`config.mk`:
```
export PLATFORM = sky130hd
export DESIGN_NAME = calculator_button_conditioner
export DESIGN_NICKNAME = d
export VERILOG_FILES = /design/src/rtl/calculator_button_conditioner.sv
export SDC_FILE = /design/constraint.sdc
export NUM_CORES = 1
export LEC_CHECK = 0
export ABC_AREA = 1
export BUFFER_PORTS_ARGS = -buffer_cell sky130_fd_sc_hd__buf_4
export CORE_MARGIN = 2
export CORE_UTILIZATION = 45
export DETAILED_ROUTE_END_ITERATION = 10
export GPL_ROUTABILITY_DRIVEN = 0
export GPL_TIMING_DRIVEN = 0
export PLACE_DENSITY = 0.57
export SLEW_MARGIN = 20
export SYNTH_ARGS = -nofsm -noshare
export SYNTH_HDL_FRONTEND = slang
export SYNTH_SLANG_ARGS = --single-unit
```
`constraint.sdc`:
```
create_clock -name clk -period 2 [get_ports clk]
set_input_delay 0.2 -clock clk [delete_from_list [all_inputs] [get_ports clk]]
set_output_delay 0.2 -clock clk [all_outputs]
set_load 0.005 [all_outputs]
```
`src/rtl/calculator_button_conditioner.sv`:
```
// Synchronises, debounces and auto-repeats the Basys3 push-buttons for the calculator.
// All outputs are registered; downstream logic acts on btn_pulse only.
module calculator_button_conditioner #(
  parameter int unsigned        NUM_BTN         = 5,
  parameter int unsigned        DEBOUNCE_CYCLES = 1000000,
  parameter int unsigned        REPEAT_DELAY    = 50000000,
  parameter int unsigned        REPEAT_RATE     = 10000000,
  parameter logic [NUM_BTN-1:0] REPEAT_MASK     = 5'b11000
) (
  input  logic               clk,
  input  logic               rst,
  input  logic [NUM_BTN-1:0] btn_raw,
  output logic [NUM_BTN-1:0] btn_level,
  output logic [NUM_BTN-1:0] btn_pulse,
  output logic               any_held
);

  localparam int unsigned CW   = $clog2(DEBOUNCE_CYCLES + 1);
  localparam int unsigned RMAX = (REPEAT_DELAY > REPEAT_RATE) ? REPEAT_DELAY : REPEAT_RATE;
  localparam int unsigned RW   = $clog2(RMAX + 1);

  localparam logic [CW-1:0] CNT_LAST   = CW'(DEBOUNCE_CYCLES - 1);
  localparam logic [RW-1:0] DELAY_LAST = RW'(REPEAT_DELAY - 1);
  localparam logic [RW-1:0] RATE_LAST  = RW'(REPEAT_RATE - 1);

  localparam logic [1:0] ST_IDLE   = 2'd0;
  localparam logic [1:0] ST_DELAY  = 2'd1;
  localparam logic [1:0] ST_REPEAT = 2'd2;

  logic [NUM_BTN-1:0] s1;
  logic [NUM_BTN-1:0] sync;
  logic [NUM_BTN-1:0] level_nxt;

  always_ff @(posedge clk) begin
    if (rst) begin
      s1       <= '0;
      sync     <= '0;
      any_held <= 1'b0;
    end else begin
      s1       <= btn_raw;
      sync     <= s1;
      any_held <= |level_nxt;
    end
  end

  for (genvar gi = 0; gi < NUM_BTN; gi++) begin : g_btn
    logic [CW-1:0] cnt;
    logic [CW-1:0] cnt_nxt;
    logic          lvl_q;
    logic          lvl_nxt;
    logic          rise;
    logic          pulse_q;
    logic [1:0]    rstate;
    logic [1:0]    rstate_nxt;
    logic [RW-1:0] rcnt;
    logic [RW-1:0] rcnt_nxt;
    logic          fire;

    // Any sample that agrees with the accepted level restarts the count.
    always_comb begin
      lvl_nxt = lvl_q;
      rise    = 1'b0;
      cnt_nxt = '0;
      if (sync[gi] != lvl_q) begin
        if (cnt == CNT_LAST) begin
          lvl_nxt = sync[gi];
          rise    = sync[gi];
        end else begin
          cnt_nxt = cnt + CW'(1);
        end
      end
    end

    // Driven from the next level so a release on a due edge suppresses that repeat.
    always_comb begin
      rstate_nxt = rstate;
      rcnt_nxt   = rcnt;
      fire       = 1'b0;
      if (!REPEAT_MASK[gi] || !lvl_nxt) begin
        rstate_nxt = ST_IDLE;
        rcnt_nxt   = '0;
      end else begin
        case (rstate)
          ST_IDLE: begin
            if (rise) begin
              rstate_nxt = ST_DELAY;
              rcnt_nxt   = '0;
            end
          end
          ST_DELAY: begin
            if (rcnt == DELAY_LAST) begin
              fire       = 1'b1;
              rcnt_nxt   = '0;
              rstate_nxt = ST_REPEAT;
            end else begin
              rcnt_nxt = rcnt + RW'(1);
            end
          end
          ST_REPEAT: begin
            if (rcnt == RATE_LAST) begin
              fire     = 1'b1;
              rcnt_nxt = '0;
            end else begin
              rcnt_nxt = rcnt + RW'(1);
            end
          end
          default: begin
            rstate_nxt = ST_IDLE;
            rcnt_nxt   = '0;
          end
        endcase
      end
    end

    always_ff @(posedge clk) begin
      if (rst) begin
        cnt     <= '0;
        lvl_q   <= 1'b0;
        pulse_q <= 1'b0;
        rstate  <= ST_IDLE;
        rcnt    <= '0;
      end else begin
        cnt     <= cnt_nxt;
        lvl_q   <= lvl_nxt;
        pulse_q <= rise | fire;
        rstate  <= rstate_nxt;
        rcnt    <= rcnt_nxt;
      end
    end

    assign level_nxt[gi] = lvl_nxt;
    assign btn_level[gi] = lvl_q;
    assign btn_pulse[gi] = pulse_q;
  end

endmodule

```
# ---- Yosys cells after proc, flatten, opt, wreduce, memory -nomap -nowiden
# Index checks and enable logic that the tools add are counted.
dict set report totals {
  reg_bits 177
  latch_bits 0
  mem_bits_rw 0
  mem_bits_ro 0
  inputBits 7
  out_inout_bits 11
  wordCells 116
  n_memories 0
}
dict set report classes {
  add_sub_neg 7
  n_mul 0
  div 0
  magnitude_cmp 0
  n_eq_ne 22
  n_shift 0
  n_mux 36
  n_bitwise 14
  n_reduce_logical 15
}
# op count
set op_table {}
lappend op_table {{$mux 26} 6}
lappend op_table {{$pmux 26 s3} 2}
lappend op_table {{$add 20x1->20 const B} 5}
lappend op_table {{$eq 20x20->1 const B} 5}
lappend op_table {{$add 26x1->26 const B} 2}
lappend op_table {{$eq 26x24->1 const B} 2}
lappend op_table {{$eq 26x26->1 const B} 2}
lappend op_table {{$reduce_or 3->1} 8}
lappend op_table {{$mux 1} 20}
lappend op_table {{$not 1->1} 12}
lappend op_table {{$pmux 2 s3} 2}
lappend op_table {{$mux 2} 4}
lappend op_table {{$ne 2x2->1 const B} 4}
lappend op_table {{$reduce_and 3->1} 2}
lappend op_table {{$ne 1x1->1} 5}
lappend op_table {{$reduce_or 5->1} 1}
lappend op_table {{$eq 2x1->1 const B} 2}
lappend op_table {{$eq 2x2->1 const B} 2}
lappend op_table {{$logic_not 2->1} 2}
lappend op_table {{$pmux 1 s2} 2}
lappend op_table {{$reduce_or 2->1} 2}
lappend op_table {{$or 1x1->1} 2}

# ---- Logic depth before layout (Yosys ltp)
# Gate-level depths: netlist of run 1.
dict set report depth {
  depth_word 5
  ltp_mapped 13
  ltp_nobuf 13
}

# ---- Worst setup path after synthesis of run 1
# No wires, ideal clock.
dict set report synth_timing {
  kind {register to register}
  startpoint {register g_btn[4].rcnt[0]}
  endpoint {register g_btn[4].rcnt[22]}
  t_arrival_ps 1522
  setup_slack_ps 368
  path_stages_with_launch 14
  path_buffers 1
  path_cell_list {dfxtp_1 ha_1 nand2_1 nor2_2 nand3_2 nor2_1 nand2_1 nand2_2 nand2_4 nand2_1 nand2_1 nand2_2 buf_6 nor2_1}
}
dict set report synth_via {
  elab_chain_len 3
}
# element line
set synth_rtl {}
lappend synth_rtl {{start, declared} 55} ;# logic [RW-1:0] rcnt;
lappend synth_rtl {{start signal, assigned} 127} ;# rcnt <= rcnt_nxt;
lappend synth_rtl {{$add 26x1->26 (tied with other cells)} {96, 104}}
lappend synth_rtl {{$mux 26 (on tied branches)} {100, 91}}
lappend synth_rtl {{$pmux 26 s3 *} 83} ;# case (rstate)
# Mark *: on every way between the ends. The rest lies on a longest branch, timed or not.
# A chain may end at the register's enable or synchronous reset.

# ---- Worst setup path after layout of run 1
dict set report layout_timing {
  startpoint {register g_btn[2].cnt[0]}
  endpoint {register g_btn[2].cnt[16]}
}
dict set report layout_via {
  elab_chain_len 2
}
# element line
set layout_rtl {}
lappend layout_rtl {{start, declared} 47} ;# logic [CW-1:0] cnt;
lappend layout_rtl {{start signal, assigned} 123} ;# cnt <= cnt_nxt;
lappend layout_rtl {{branches (longest 2 deep; another with $add 20x1->20)} n/a}
# Several ways; the timed one is not identified.

==> reports/summary.txt, run 1 <==
final core occ = 0.514
slew of the pin with the lowest slew margin = 0.507 ns
CP Launch Point = g_btn[2].cnt[0]
DRC viols = 0
crit end category = flip-flop
Clk pwr share = 0.472
syn avg cell area = 6.34 um2
part of the power in registers = 0.518
dominant synthesized flop cell = dfxtp_1
startpoint type of the worst setup path = flip-flop
WL/cell = 12.2 um
CP dominant cell by count = nor3_1
CTS sink cnt = 177
Met3 Wirelength = 661 um
Fin. Hold Viols = 0
antenna violations before repair = 0
global router's overall resource usage = 0.207
placed insts = 1846
final setup fails = 0
Tmin final = 1.95 ns
root buffer cell = clkbuf_16
pre-CTS setup slack = -0.0887 ns
met1 WL = 11.5 mm
critical path class = reg -> reg
VDD IR max = 0.494 mV
CTS tree = done
routed length on met2 = 10.6 mm
Ports = 18
initial DRC count = 473
switching share of total power = 0.220
sw power = 0.00151 W
Crit Path Max Fanout = 10
end of the critical path = g_btn[2].cnt[16]
TNS Setup = 0 ns
register area = 0.00355 mm2
slowest stage cell, crit path = buf_1
vias per cell = 4.93
Internal = 0.00533 W
IO buf count = 17
Slew Viols, Final = 0
Max Clk Rate = 0.513 GHz
Hold/Removal Path Class = in -> reg
Leak = 3.88 nW
Area growth, synth to finish = 13.2%
Max Cap Viol = 0
register clock-pin slew on the reported worst setup and hold paths = 0.07 ns
layout cells sized above 1 = 0.0938
die area = 0.0230 mm2
Die Ht = 152 um
Pwr per Cell Area = 614 mW/mm2
synth warn = 0
synthesized instance count = 1549
Final Instance Count excl. Fillers = 1890
Gate power share = 0.010
vias in the first global route = 8520
total chip power = 0.00683 W
RSZ-0062 raised after global routing = yes
reg2reg start = g_btn[2].cnt[0]
post-detail-place hpwl = 17.1 mm
critical-path cell list = ha_1, nand3_2, nor3_1, nand3_1, nand2_1, buf_1, nor3_1
WHS Path Cells = 3
R2R depth = 7
layout net count = 1620
Worst-Skew Late Latency = 0.43 ns
Worst path max stage delay = 0.41 ns
total CTS buffers = 17
total gr overflow = 0
Fillers = 2245
fraction of registers with async set/reset = 0
# rows = 54
run status = complete, no violations
Yosys reg bits = 177
total number of vias = 9317
CTS max path bufs = 2
Critical Path RT = 2.29 ns
largest net degree at the start of global routing = 17
initial core utilization = 0.454
register area share after synthesis = 0.361
Critical Path AT = 2.24 ns
first-pass GRT wire length = 39.1 mm
core area = 0.0216 mm2
# diodes = 0
DR pass1 iterations = 5
Max transition margin = 0.662
synthesized area = 0.00983 mm2
Max Used Layer = met4
final worst setup slack = 0.0525 ns
Tcrit/Tclk final = 0.974
Die Wd = 152 um
capturing point of the worst reg2reg path = g_btn[2].cnt[16]
syn_nets = 1570
number of synthesized flops with an enable pin = 0
final wirelength = 23.0 mm
CTS HTree Levels = 4
post-route ant nets = 0
Synth cell types = 39
multi-input logic area = 0.00538 mm2
flop-to-flop setup slack = 0.05 ns
Layout Skew = 0.0132 ns
-- metrics by stage --
step | hold slack [ns] | area (um2)
after floorplan | 0.269 | 9830
after global placement | 0.390 | 10300
after detailed placement | 0.394 | 10300
after CTS | 0.00262 | 11000
after global routing | 0.0233 | 11100
final | 0.00402 | 11100
-- sequential cells by signal, summed over array words and instances (netlist names) --
name           count
g_btn.lvl_q        5
any_held           1
g_btn.pulse_q      5
g_btn.rcnt        52
s1                 5
g_btn.rstate       4
sync               5
g_btn.cnt        100
-- power groups by stage --
stage	registers, W	clock network, W	logic, W
detailed placement	0.00362	0	0.0000590
finish	0.00354	0.00322	0.0000676
floorplan	0.00362	0	0.0000332
global route	0.00354	0.00346	0.0000765
global placement	0.00362	0	0.0000593
CTS	0.00354	0.00333	0.0000678
-- per-layer routing --
layer	track usage	vias to the layer above
li1	-	5038
met1	0.282	4142
met2	0.343	120
met3	0.0284	17
met4	0.0565	0
met5	0	-
-- worst max-delay path: cells and delay by family (launching register included) --
family / cells / cell delay [ns]
fa+ha+maj: 1 / 0.26
buf+inv: 1 / 0.41
flops: 1 / 0.36
simple gates: 5 / 0.80
-- final cells by class --
class | count | share of cell area
inverters | 206 | 0.0698
flip-flops and latches | 177 | 0.319
multi-input cells | 1128 | 0.484
well taps | 280 | 0.0315
repair buffers | 31 | 0.0221
clock buffers | 18 | 0.0395
clock inverters | 12 | 0.0113
plain buffers | 38 | 0.0228
-- cell usage in the layout (no fill, tap or decap), drive strengths merged, types with 5 or more instances in the layout --
cell type	count
o21ai	19
dlygate4sd3	5
nor3b	15
nand2	402
xnor2	10
nand3	127
inv	211
nand4	48
clkbuf	31
a21oi	86
nand3b	9
buf	51
dfxtp	177
nor3	65
ha	14
or2	6
nor4	7
nor2	283
xor2	19
-- logic make-up (layout without fill, tap and decap cells) --
logic type,Yosys count,after routing,share of synthesized area
simple gates,965,966,0.430
buf+inv,245,305,0.102
flops,177,177,0.361
compound gates,119,119,0.0642
xor+xnor,29,29,0.0258
fa+ha+maj,14,14,0.0178
-- Yosys cell counts, types with 2 or more instances --
cell type  count  area share
clkbuf_1      12      0.0046
inv_2          4      0.0015
nor3_1        62       0.032
nor3b_1       14       0.011
a211oi_1       3      0.0023
inv_1        201       0.077
buf_2         13      0.0066
xnor2_1       10      0.0089
nand2_1      392        0.15
nand3_1      125       0.064
nor2_1       271        0.10
or2_2          6      0.0038
o21bai_1       3      0.0023
buf_6          3      0.0034
nor2_2         8      0.0051
a31oi_1        3      0.0019
nand2_2        8      0.0051
o21ai_0       19      0.0097
o21a_1         2      0.0015
nand3b_1       9      0.0069
nor2_4         4      0.0046
xor2_1        19       0.017
nand4_1       48       0.031
dfxtp_1      177        0.36
nor4_1         7      0.0045
a21oi_1       85       0.043
buf_4         11      0.0084
and3_1         3      0.0019
nor3_2         3      0.0031
nand3_2        2      0.0020
ha_1          14       0.018
-- how the worst min path moves through the flow --
stage / to / startpoint / slack [ns]
floorplan: g_btn[0].lvl_q / rst / 0.27
CTS: s1[4] / btn_raw[4] / 0.003
global placement: sync[1] / s1[1] / 0.39
finish: s1[4] / btn_raw[4] / 0.004
detailed placement: sync[4] / s1[4] / 0.39
global route: s1[4] / btn_raw[4] / 0.02
-- repair_timing --
| item | CTS | global route |
|---|---|---|
| endpoints found under the setup margin | 20 | 101 |
| setup buffers | 2 | 7 |
| resized for setup | 6 | 47 |
| hold endpoints to repair | 7 | 0 |
| cloned | 0 | 1 |
| hold buffers | 5 | 0 |
| pin swaps | 0 | 3 |
Power figures use the tool's default switching activity.
==> run 2: changes to the inputs <==
--- a/config.mk
+++ b/config.mk
@@ -12,6 +12,7 @@
 export DETAILED_ROUTE_END_ITERATION = 10
 export GPL_ROUTABILITY_DRIVEN = 0
 export GPL_TIMING_DRIVEN = 0
+export MAX_ROUTING_LAYER = met4
 export PLACE_DENSITY = 0.57
 export SLEW_MARGIN = 20
 export SYNTH_ARGS = -nofsm -noshare
==> run 2 against run 1 <==
Against the previous run:
- die area stayed put
- critical path depth stayed put
- non-clock buffer count stayed put
- sequential power hardly changed
- register-to-register slack hardly changed
- design area hardly changed
- sequential share of layout area hardly changed
- clock skew is 0.0011 ns higher
- critical endpoint unchanged
==> reports/summary.txt, run 2 (synthesized netlist as in run 1, its figures left out) <==
run status = complete, no violations
largest net degree at the start of global routing = 17
reg2reg start = g_btn[2].cnt[0]
Layout Skew = 0.0143 ns
Max Clk Rate = 0.515 GHz
Fillers = 2243
Hold/Removal Path Class = in -> reg
total number of vias = 9351
total CTS buffers = 17
Critical Path RT = 2.30 ns
Die Wd = 152 um
VDD IR max = 0.493 mV
vias per cell = 4.95
RSZ-0062 raised after global routing = yes
DRC viols = 0
initial core utilization = 0.454
worst min-delay path startpoint = btn_raw[4]
final wirelength = 23.0 mm
Max Cap Viol = 0
core area = 0.0216 mm2
most frequent cells in the layout = nand2_1, nor2_1, inv_1, dfxtp_1, nand3_1
Worst Hold Path EP = s1[4]
register clock-pin slew on the reported worst setup and hold paths = 0.07 ns
total chip power = 0.00683 W
crit end category = flip-flop
R2R depth = 7
largest register by flop count = g_btn.cnt
Die Ht = 152 um
CTS sink cnt = 177
post-route ant nets = 0
root buffer cell = clkbuf_16
CTS max path bufs = 2
global router's overall resource usage = 0.213
Tmin final = 1.94 ns
total gr overflow = 0
startpoint type of the worst setup path = flip-flop
Area growth, synth to finish = 13.1%
max reg flops = 100
DR pass1 iterations = 5
Worst-Skew Late Latency = 0.43 ns
CTS tree = done
die area = 0.0230 mm2
Ports = 18
WL/cell = 12.2 um
final setup fails = 0
Crit Path Max Fanout = 10
# rows = 54
IO buf count = 17
slew of the pin with the lowest slew margin = 0.501 ns
CTS HTree Levels = 4
capturing point of the worst reg2reg path = g_btn[2].cnt[16]
Tcrit/Tclk final = 0.972
first-pass GRT wire length = 39.1 mm
Largest regs = g_btn.cnt: 100 flops, g_btn.rcnt: 52 flops
most common cell after layout, fill and taps aside = nand2_1
antenna violations before repair = 0
Pwr per Cell Area = 614 mW/mm2
Leak = 3.88 nW
initial DRC count = 451
vias in the first global route = 8520
flop-to-flop setup slack = 0.06 ns
layout cells sized above 1 = 0.0938
Max transition margin = 0.666
hold slack = 0.00483 ns
layout net count = 1620
# diodes = 0
Critical Path AT = 2.24 ns
Fin. Hold Viols = 0
WHS Path Cells = 3
Slew Viols, Final = 0
critical path class = reg -> reg
post-detail-place hpwl = 17.1 mm
-- run 2: cell counts in the layout (fill, tap and decap cells not counted) --
No cell type changed its count.
-- run 2: routing by layer --
layer,global-route usage,vias up,wire length [um]
met4,0.0537,0,296
met3,0.0293,22,728
met5,-,-,0
met2,0.343,148,10500
li1,-,5041,-
met1,0.282,4140,11500
-- run 2: area by class of cell --
| cell class | instances | area (um2) | area share |
|---|---|---|---|
| sequential | 177 | 3550 | 0.319 |
| multi-input combinational | 1128 | 5380 | 0.484 |
| inverter | 206 | 776 | 0.0698 |
| buffer | 38 | 250 | 0.0225 |
| tap | 280 | 350 | 0.0315 |
| clock inverter | 12 | 125 | 0.0113 |
| timing repair buffer | 31 | 245 | 0.0221 |
| clock buffer | 18 | 439 | 0.0395 |
-- run 2: timing repair --
action,in CTS,in global routing
setup buffers,2,7
setup endpoints to repair,20,102
hold endpoints to repair,7,0
pin swaps,0,3
hold buffers,5,0
cloned,0,1
gates resized for setup,6,46
-- run 2: worst max path at each step --
stage                           from           endpoint  slack, ns  depth (start not counted)
floorplan           g_btn[4].rcnt[0]  g_btn[4].rcnt[22]       0.37                         13
global placement     g_btn[4].cnt[0]  g_btn[4].rcnt[19]      -0.07                         13
detailed placement   g_btn[4].cnt[0]  g_btn[4].rcnt[22]      -0.09                         13
CTS                  g_btn[3].cnt[0]   g_btn[3].pulse_q       0.02                         11
global route         g_btn[2].cnt[0]   g_btn[2].cnt[17]      -0.09                          7
finish               g_btn[2].cnt[0]   g_btn[2].cnt[16]       0.06                          7
-- run 2: power by group --
part	total (W)	internal, W	switching [W]
sequential	0.00354	0.00354	0.00000768
clock	0.00322	0.00177	0.00145
combinational	0.0000674	0.0000258	0.0000416
-- run 2: worst max-delay path: stages, from the launching register on --
cell and delay [ns]:
dfxtp_1 0.36, ha_1 0.26, nand3_2 0.15, nor3_1 0.24, nand3_1 0.18, nand2_1 0.11, buf_1 0.40, nor3_1 0.12
-- run 2: through the flow --
stage / instance area (um2) / setup WS [ns] / setup TNS [ns] / utilization / cells
2_1_floorplan: 9830 / 0.368 / 0 / - / 1549
3_3_place_gp: 10300 / -0.0655 / -0.634 / 0.477 / 1846
3_5_place_dp: 10300 / -0.0887 / -0.873 / 0.477 / 1846
4_1_cts: 11000 / 0.0161 / 0 / 0.507 / 1883
5_1_grt: 11100 / -0.0869 / -1.08 / 0.514 / 1890
6_report: 11100 / 0.0566 / 0 / 0.514 / 1890
==> run 3: changes to the inputs <==
--- a/config.mk
+++ b/config.mk
@@ -5,11 +5,11 @@
 export SDC_FILE = /design/constraint.sdc
 export NUM_CORES = 1
 export LEC_CHECK = 0
-export ABC_AREA = 1
-export BUFFER_PORTS_ARGS = -buffer_cell sky130_fd_sc_hd__buf_4
+export CORE_ASPECT_RATIO = 2
 export CORE_MARGIN = 2
 export CORE_UTILIZATION = 45
 export DETAILED_ROUTE_END_ITERATION = 10
+export DONT_BUFFER_PORTS = 1
 export GPL_ROUTABILITY_DRIVEN = 0
 export GPL_TIMING_DRIVEN = 0
 export MAX_ROUTING_LAYER = met4
==> run 3 against run 2 <==
Against the previous run:
- the run now ends with negative setup slack left
- highest routed layer unchanged
- setup slack lost 0.70 ns
- sequential share of layout area grew 3.3 points
- core utilization grew 5.2 points
- area after synthesis shrank 16%
- clock power grew 6%
- design area shrank 7.7%
- synthesized cell count shrank 37%
==> reports/summary.txt, run 3 <==
run status = finished, violations left
failing checks = negative setup slack
initial core utilization = 0.456
Synth top area share = 0.429
final wirelength = 21.0 mm
core area = 0.0181 mm2
flop-to-flop setup slack = -0.64 ns
pre-CTS setup slack = -1.07 ns
slew of the pin with the lowest slew margin = 0.646 ns
die area = 0.0195 mm2
Tcrit/Tclk final = 1.32
layout net count = 1067
most frequent cells in the layout = nor2_1, dfxtp_1, nand2_1, nand3_1, xor2_1
synth warn = 0
Critical Path RT = 2.33 ns
register clock-pin slew on the reported worst setup and hold paths = 0.07 ns
number of synthesized flops with an enable pin = 0
IO buf count = 0
CTS sink cnt = 177
Max transition margin = 0.565
Critical Path AT = 2.97 ns
Pwr per Cell Area = 683 mW/mm2
cell with the most instances after synthesis = dfxtp_1
syn avg cell area = 8.46 um2
Slew Viols, Final = 0
slowest stage cell, crit path = or4_4
largest cells by area after synthesis = dfxtp_1, nor2_1, xor2_1
CTS max path bufs = 2
register area share after synthesis = 0.429
largest register by flop count = g_btn.cnt
vias in the first global route = 7315
VDD IR max = 0.633 mV
Die Ht = 196 um
WHS Path Cells = 3
Layout Skew = 0.0115 ns
total gr overflow = 0
CTS tree = done
layout cells sized above 1 = 0.199
Die Wd = 99.8 um
Yosys reg bits = 177
Synth cell types = 56
final worst setup slack = -0.643 ns
final setup fails = 56
antenna violations before repair = 0
Leak = 3.45 nW
root buffer cell = clkbuf_16
crit end category = flip-flop
# rows = 70
synthesized area = 0.00826 mm2
DRC viols = 0
Largest regs = g_btn.cnt: 100 flops, g_btn.rcnt: 52 flops
RSZ-0062 raised after global routing = yes
global router's overall resource usage = 0.228
total CTS buffers = 17
largest net degree at the start of global routing = 17
initial DRC count = 264
total number of vias = 7229
Worst path max stage delay = 0.56 ns
dominant synthesized flop cell = dfxtp_1
Area growth, synth to finish = 24.3%
hold slack = 0.108 ns
WL/cell = 16.4 um
R2R depth = 6
capturing point of the worst reg2reg path = g_btn[4].rcnt[14]
critical path class = reg -> reg
Fin. Hold Viols = 0
synthesized instance count = 976
Crit Path Max Fanout = 5
# diodes = 0
Max Cap Viol = 0
worst min-delay path startpoint = rst
CTS HTree Levels = 4
Tmin final = 2.64 ns
Worst-Skew Late Latency = 0.44 ns
top post-synthesis cells by count = dfxtp_1, nor2_1, nand3_1, nand2_1, xor2_1
syn_nets = 997
reg2reg start = g_btn[4].rcnt[6]
Worst Hold Path EP = g_btn[2].cnt[0]
Synth area leader = dfxtp_1
first-pass GRT wire length = 34.6 mm
Max Clk Rate = 0.378 GHz
post-detail-place hpwl = 14.3 mm
Ports = 18
max reg flops = 100
post-route ant nets = 0
fraction of registers with async set/reset = 0
CP Launch Point = g_btn[4].rcnt[6]
vias per cell = 5.67
Hold/Removal Path Class = in -> reg
critical-path cell list = or4bb_1, or4_4, o41a_1, o21a_4, a21o_1, a32o_1
DR pass1 iterations = 4
startpoint type of the worst setup path = flip-flop
most common cell after layout, fill and taps aside = nor2_1
## run 3: per-layer routing
metal  wire length [um]  up-vias  track usage
li1                   -     3594            -
met1               7850     3454        0.220
met2              11800      124        0.423
met3                436       57       0.0333
met4                899        0        0.124
met5                  0        -            -
## run 3: critical path: cells and delay by family (launching register included)
family,cells,cell delay [ns]
AO/OA/AOI/OAI,4,1.12
flip-flops,1,0.36
AND/OR/NAND/NOR,2,1.06
## run 3: worst max path at each step
stage / to / cells past startpoint
after global routing: g_btn[4].rcnt[14] / 6
after detailed placement: g_btn[4].rcnt[23] / 6
after CTS: g_btn[4].rcnt[14] / 6
after global placement: g_btn[4].rcnt[18] / 6
after floorplan: g_btn[4].rcnt[6] / 6
final: g_btn[4].rcnt[14] / 6
## run 3: what timing repair did
item | 4_1_cts | 5_1_grt
pin swaps | 52 | 38
gates cloned | 2 | 3
endpoints found under the setup margin | 138 | 145
hold endpoints to repair | 8 | 0
hold buffers | 6 | 0
setup buffers | 29 | 15
resized for setup | 103 | 83
## run 3: through the flow
stage / total power, W / TNS (ns) / std cells / instance area, um2 / util
2_1_floorplan: 0.00366 / -13.02 / 976 / 8330 / -
3_3_place_gp: 0.00367 / -55.21 / 1192 / 8600 / 0.474
6_report: 0.00701 / -21.02 / 1275 / 10300 / 0.566
4_1_cts: 0.00710 / -22.25 / 1260 / 9880 / 0.545
5_1_grt: 0.00724 / -25.82 / 1275 / 10300 / 0.566
3_5_place_dp: 0.00367 / -55.15 / 1192 / 8600 / 0.474
## run 3: kinds of logic after synthesis
family,after synthesis,share of synthesized area
AND/OR/NAND/NOR,511,0.315
flip-flops,177,0.429
AO/OA/AOI/OAI,110,0.0935
XOR/XNOR,95,0.101
buffers and inverters,63,0.0333
adder cells (fa/ha/maj),14,0.0212
multiplexers,6,0.00757
## run 3: layout make-up
| cell class | instances | area, um2 |
|---|---|---|
| clock inverter | 13 | 148 |
| tap | 216 | 270 |
| buffer | 35 | 278 |
| timing repair buffer | 53 | 509 |
| clock buffer | 19 | 453 |
| fill | 1692 | 7870 |
| inverter | 25 | 93.8 |
| sequential | 177 | 3620 |
| multi-input combinational | 737 | 4890 |
## run 3: power breakdown
| part | leakage (nW) | switching (W) | internal (W) | total (W) |
|---|---|---|---|---|
| logic | 1.70 | 0.0000345 | 0.0000257 | 0.0000602 |
| clock network | 0.296 | 0.00149 | 0.00193 | 0.00342 |
| registers | 1.45 | 0.00000896 | 0.00352 | 0.00353 |
| total | 3.45 | 0.00153 | 0.00548 | 0.00701 |
